===== src/rtl/mem_strobe_pkg.sv =====
// Shared types for the start/write/addr/data strobe memory initiator.
// Optional statistics counters are enabled by defining MEM_STROBE_STATS_EN.
package mem_strobe_pkg;

  localparam int unsigned AW = 8;
  localparam int unsigned DW = 8;

  typedef enum logic [1:0] {IDLE, SETUP, STROBE, HOLD} strobe_state_e;

  typedef struct packed {
    logic          write;
    logic [AW-1:0] addr;
    logic [DW-1:0] data;
  } mem_cmd_t;

  // Phase counter width: enough bits for the longest phase, never below 1.
  function automatic int unsigned cnt_width(input int unsigned s, input int unsigned t,
                                            input int unsigned h);
    int unsigned m;
    m = s;
    if (t > m) m = t;
    if (h > m) m = h;
    return (m > 1) ? int'($clog2(m)) : 1;
  endfunction

endpackage


===== src/rtl/mem_cmd_fifo.sv =====
// Command FIFO for the strobe initiator; registered full/empty flags.
// Full reads 1 during reset so the command port accepts nothing until released.
module mem_cmd_fifo
  import mem_strobe_pkg::*;
#(
  parameter int unsigned DEPTH = 4
) (
  input  logic     clk,
  input  logic     rst,
  input  logic     push,
  input  mem_cmd_t push_cmd,
  input  logic     pop,
  output mem_cmd_t head,
  output logic     full,
  output logic     empty
);

  localparam int unsigned PW = $clog2(DEPTH);
  localparam int unsigned CW = PW + 1;

  mem_cmd_t          mem [DEPTH];
  logic [PW-1:0]     wr_ptr;
  logic [PW-1:0]     rd_ptr;
  logic [CW-1:0]     count;
  logic [CW-1:0]     count_next;
  logic              do_push;
  logic              do_pop;

  // A pop never frees space for a push in the same cycle: full gates push.
  assign do_push = push && !full;
  assign do_pop  = pop && !empty;
  assign head    = mem[rd_ptr];

  always_comb begin
    count_next = count + CW'(do_push) - CW'(do_pop);
  end

  always_ff @(posedge clk or negedge rst) begin
    if (!rst) begin
      wr_ptr <= '0;
      rd_ptr <= '0;
      count  <= '0;
      full   <= 1'b1;
      empty  <= 1'b1;
    end else begin
      if (do_push) wr_ptr <= wr_ptr + PW'(1);
      if (do_pop)  rd_ptr <= rd_ptr + PW'(1);
      count <= count_next;
      full  <= (count_next == CW'(DEPTH));
      empty <= (count_next == '0);
    end
  end

  always_ff @(posedge clk) begin
    if (do_push) mem[wr_ptr] <= push_cmd;
  end

endmodule


===== src/rtl/mem_strobe_initiator.sv =====
// Race-free strobe initiator: addr/data/write settle SETUP_CYC cycles before start rises.
// Define MEM_STROBE_STATS_EN to add saturating wr_count/rd_count outputs.
module mem_strobe_initiator #(
  parameter int unsigned AW         = 8,
  parameter int unsigned DW         = 8,
  parameter int unsigned FIFO_DEPTH = 4,
  parameter int unsigned SETUP_CYC  = 1,
  parameter int unsigned STROBE_CYC = 1,
  parameter int unsigned HOLD_CYC   = 1
) (
  input  logic          clk,
  input  logic          rst,
  input  logic          cmd_valid,
  output logic          cmd_ready,
  input  logic          cmd_write,
  input  logic [AW-1:0] cmd_addr,
  input  logic [DW-1:0] cmd_data,
  output logic          start,
  output logic          write,
  output logic [AW-1:0] addr,
  output logic [DW-1:0] data,
  output logic          busy,
  output logic          done
`ifdef MEM_STROBE_STATS_EN
  ,
  output logic [15:0]   wr_count,
  output logic [15:0]   rd_count
`endif
);

  import mem_strobe_pkg::*;

  localparam int unsigned CNT_W = cnt_width(SETUP_CYC, STROBE_CYC, HOLD_CYC);
  localparam int unsigned CAW   = mem_strobe_pkg::AW;
  localparam int unsigned CDW   = mem_strobe_pkg::DW;

  strobe_state_e    state;
  logic [CNT_W-1:0] cnt;
  logic             cnt_zero;
  mem_cmd_t         push_cmd;
  mem_cmd_t         head;
  logic             fifo_full;
  logic             fifo_empty;
  logic             push;
  logic             pop;

  assign cmd_ready = !fifo_full;
  assign push      = cmd_valid && cmd_ready;
  assign push_cmd  = '{write: cmd_write, addr: CAW'(cmd_addr), data: CDW'(cmd_data)};
  assign cnt_zero  = (cnt == '0);
  // Head is taken from IDLE or from the last HOLD cycle (back-to-back issue).
  assign pop       = !fifo_empty && ((state == IDLE) || ((state == HOLD) && cnt_zero));
  assign busy      = (state != IDLE) || !fifo_empty;

  mem_cmd_fifo #(
    .DEPTH (FIFO_DEPTH)
  ) u_fifo (
    .clk      (clk),
    .rst      (rst),
    .push     (push),
    .push_cmd (push_cmd),
    .pop      (pop),
    .head     (head),
    .full     (fifo_full),
    .empty    (fifo_empty)
  );

  always_ff @(posedge clk or negedge rst) begin
    if (!rst) begin
      state <= IDLE;
      cnt   <= '0;
      start <= 1'b0;
      write <= 1'b0;
      addr  <= '0;
      data  <= '0;
      done  <= 1'b0;
    end else begin
      done <= 1'b0;
      case (state)
        SETUP: begin
          if (cnt_zero) begin
            state <= STROBE;
            start <= 1'b1;
            cnt   <= CNT_W'(STROBE_CYC - 1);
          end else begin
            cnt <= cnt - CNT_W'(1);
          end
        end
        STROBE: begin
          if (cnt_zero) begin
            state <= HOLD;
            start <= 1'b0;
            write <= 1'b0;
            cnt   <= CNT_W'(HOLD_CYC - 1);
            done  <= (HOLD_CYC == 1);
          end else begin
            cnt <= cnt - CNT_W'(1);
          end
        end
        HOLD: begin
          if (cnt_zero) begin
            state <= IDLE;
          end else begin
            cnt  <= cnt - CNT_W'(1);
            done <= (cnt == CNT_W'(1));
          end
        end
        default: ;
      endcase
      // New command overrides the HOLD->IDLE exit; values change only while start is low.
      if (pop) begin
        state <= SETUP;
        cnt   <= CNT_W'(SETUP_CYC - 1);
        write <= head.write;
        addr  <= AW'(head.addr);
        data  <= DW'(head.data);
      end
    end
  end

`ifdef MEM_STROBE_STATS_EN
  // Counted on the edge where start rises, using the latched write qualifier.
  always_ff @(posedge clk or negedge rst) begin
    if (!rst) begin
      wr_count <= '0;
      rd_count <= '0;
    end else if ((state == SETUP) && cnt_zero) begin
      if (write) begin
        if (wr_count != 16'hFFFF) wr_count <= wr_count + 16'd1;
      end else begin
        if (rd_count != 16'hFFFF) rd_count <= rd_count + 16'd1;
      end
    end
  end
`endif

endmodule


===== config.mk =====
export PLATFORM = sky130hd
export DESIGN_NAME = mem_strobe_initiator
export DESIGN_NICKNAME = d
export VERILOG_FILES = /design/src/rtl/mem_strobe_pkg.sv /design/src/rtl/mem_cmd_fifo.sv /design/src/rtl/mem_strobe_initiator.sv
export SDC_FILE = /design/constraint.sdc
export NUM_CORES = 1
export LEC_CHECK = 0
export ABC_AREA = 1
export CAP_MARGIN = 20
export CORE_MARGIN = 2
export CORE_UTILIZATION = 43
export CTS_CLUSTER_SIZE = 8
export DETAILED_ROUTE_END_ITERATION = 7
export MAX_ROUTING_LAYER = met4
export PLACE_DENSITY = 0.76
export SETUP_SLACK_MARGIN = 0.2
export SLEW_MARGIN = 20
export SYNTH_ARGS = -nofsm -noshare
export SYNTH_HDL_FRONTEND = slang
export SYNTH_SLANG_ARGS = --single-unit

===== constraint.sdc =====
create_clock -name clk -period 2.5 [get_ports clk]
set_input_delay 0.625 -clock clk [delete_from_list [all_inputs] [get_ports clk]]
set_output_delay 0.625 -clock clk [all_outputs]
set_load 0.02 [all_outputs]

==> impl_metrics.yaml <==
clock_network:
  insertion_delay_ns: 0.36
  path_clk_slew_ns: 0.10
  clock_sinks: 98
  clockBufferDepth: 2
  numCtsBuffers: 9
  cts.htree.levels: 3
  tritoncts: "built"
  cts-root-buf: "clkbuf_8"
critical_path:
  critPathArrivalTime_ns: 2.50
  path_cells: "inv_1, ha_4, nor2_4, ha_4, inv_2, ha_4, inv_2, fa_1, inv_1, or2_4, a21oi_2"
  cp_common_cell: "ha_4"
  crit_start: "state[1]"
  endpoint_kind: "flip-flop"
  r2r_cells: 11
  worst_path_largest_cell_delay_ns: 0.47
  crit_type: "flip-flop to flip-flop"
  required_ns: 2.80
  worstSetupStartpointType: "flip-flop"
  r2r_end: "u_fifo.full"
  reg2reg_slack_ns: 0.30
  crit_path_end: "u_fifo.full"
  rr_startpoint: "state[1]"
  critical_path.slowest_cell: "fa_1"
  crit_fanout: 3
sta:
  grt_setup_unrepaired: "no"
  period_share: 0.8798
  period_needed_ns: 2.199
  hold-worst-slack_ns: 0.4827
  hold_violations: 0
  finalClockSkew_ns: 0.01175
  fin_tns_setup_ns: 0
  fmax_mhz: 454.7
  relSlewSlack: 0.6100
  worstMarginPinSlew_ns: 0.5844
  setup_viol: 0
  slew_violations: 0
grt:
  grt_pass1_vias: 2745
  gr-total-overflow: 0
  gr-usage-all-layers: 0.1717
  grt_pass1_wl_um: 13030
  grt_antenna_before_repair: 0
  grt_max_degree: 35
yosys:
  synth_area_leaders: "edfxtp_1 (49%), dfrtp_1 (17%), nand2_1 (13%), inv_1 (7.5%), nand3_1 (4.3%)"
  yosysUniqueCellTypes: 20
  synthesis.nets: 434
  yosysSeqAreaShare: 0.6687
  yosysWarnings: 0
  syn_area_per_cell_um2: 10.35
  synth_top_cell_by_area: "edfxtp_1"
  synth-seq-cells: 98
  synth_cells: 404
  synth_area_um2: 4180
  synth_top_cell_area_share: 0.4885
final_layout:
  drive_above_1_share: 0.09071
  n_antenna_cell: 0
  multi_input_area_um2: 1001
  fillers: 794
  seq_area_um2: 2795
  fin_cells: 592
  nNetsFinal: 488
  fin_util: 0.5332
  syn_to_final_growth_pct: 18.98
placed_design:
  port-buffer-count: 40
  gp_congestion: 0.7620
  dp_cells: 574
  hpwl_um: 5058
run:
  cap_violations: 0
power_and_ir_drop:
  ir_drop_mv: 0.3825
  power_density_nw_per_um2: 1229
  p_leak_nw: 2.303
  fin_total_pwr_mw: 6.111
route:
  drcViolationCount: 0
  first_pass_iters: 4
  post_drt_wl_per_cell_um: 13.30
  viasPerCell: 4.505
  finalWirelength_um: 7873
  drt_iter0_markers: 144
  vias: 2667
  ant_nets: 0
die:
  io_pins: 41
  num_rows: 35
  start_util: 0.4482
  die_x_um: 102.6
  die_h_um: 102.6
  core_um2: 9328
  die_area_um2: 10530
hold_path:
  hold_path_class: "flip-flop to flip-flop"
status:
  status: "finished clean"
[power breakdown]
group          internal [mW]  total, mW  switching, mW  leakage, nW
registers               2.23       2.44          0.205        0.983
clock network          0.388      0.904          0.516       0.0786
logic                   1.07       2.77           1.70         1.24
[flip-flops by register name (all words and copies together), names as in the netlist]
signal         count
u_fifo.wr_ptr      2
u_fifo.rd_ptr      2
u_fifo.mem        68
done               1
data               8
u_fifo.empty       1
u_fifo.count       3
start              1
u_fifo.full        1
addr               8
state              2
write              1
[per-layer routing]
metal  part of all wire  up-vias  global-route usage  wire length (um)
li1                   -     1347                   -                 -
met5                  0        -                   -                 0
met2               0.52       55              0.2901              4089
met3              0.030       10             0.02644               239
met1               0.43     1255              0.2010              3386
met4              0.020        0             0.08308               158
[cell usage in the layout (no fill, tap or decap), types with 3 or more instances in the layout]
| cell | n |
|---|---|
| buf_4 | 16 |
| clkbuf_8 | 10 |
| clkdlybuf4s50_1 | 39 |
| clkinvlp_4 | 3 |
| dfrtp_1 | 28 |
| edfxtp_1 | 68 |
| ha_1 | 6 |
| ha_4 | 3 |
| inv_1 | 81 |
| nand2_1 | 144 |
| nand3_1 | 36 |
| nor2_1 | 7 |
| xor2_1 | 3 |
[what timing repair did]
action,4_1_cts,5_1_grt
buffers inserted,0,2
hold buffers,0,0
setup endpoints to repair,2,2
gates resized for setup,2,1
pin swaps,0,1
hold endpoints to repair,0,0
[per-stage QoR]
stage,worst slack [ns],area [um2]
finish,0.3006,4974
global route,0.1995,4974
CTS,0.2195,4946
detailed placement,0.1016,4770
global placement,0.1441,4770
floorplan,0.1980,4218
[area by class of cell]
cell class                 count  area share
clock inverter                 4    0.005535
clock buffer                  12     0.02918
multi-input combinational    208      0.2013
inverter                      85     0.06516
timing repair buffer          56      0.1044
tap                          129     0.03245
sequential                    98      0.5620
[cells by family after synthesis]
kind of cell / count (synthesis) / synth area share
buffers and inverters: 98 / 0.1036
AOI/OAI and AO/OA: 5 / 0.006287
DFF: 98 / 0.6687
xor gates and xnor gates: 3 / 0.006287
adders and majority gates: 10 / 0.03173
and+or+nand+nor: 190 / 0.1835
[critical path: cells and delay by family, from the launching register on]
kind | cells | cell delay, ns
DFF | 1 | 0.41
buffers and inverters | 4 | 0.28
AOI/OAI and AO/OA | 1 | 0.10
adders and majority gates | 4 | 1.03
and+or+nand+nor | 2 | 0.35
[cell usage after synthesis]
cell and instances:
nand3_1 36, inv_4 2, nor2_1 7, nand3b_1 1, a21oi_1 2, dfrtp_1 28
nand2_1 144, fa_1 1, xor2_1 3, ha_1 9, dfstp_2 2, nor2_2 1
buf_6 5, buf_4 5, inv_1 83, edfxtp_1 68, o22ai_1 1, buf_2 3
or2_2 1, o21ai_0 2
[worst min-delay path by stage]
stage | startpoint | end | slack (ns) | cells after the start
final | addr[1] | addr[1] | 0.48 | 2
after floorplan | rst | addr[0] | 0.33 | 0
after detailed placement | addr[1] | addr[1] | 0.47 | 2
after global placement | addr[1] | addr[1] | 0.46 | 2
after global routing | addr[1] | addr[1] | 0.51 | 2
after CTS | addr[1] | addr[1] | 0.49 | 2
Power figures use the tool's default switching activity.
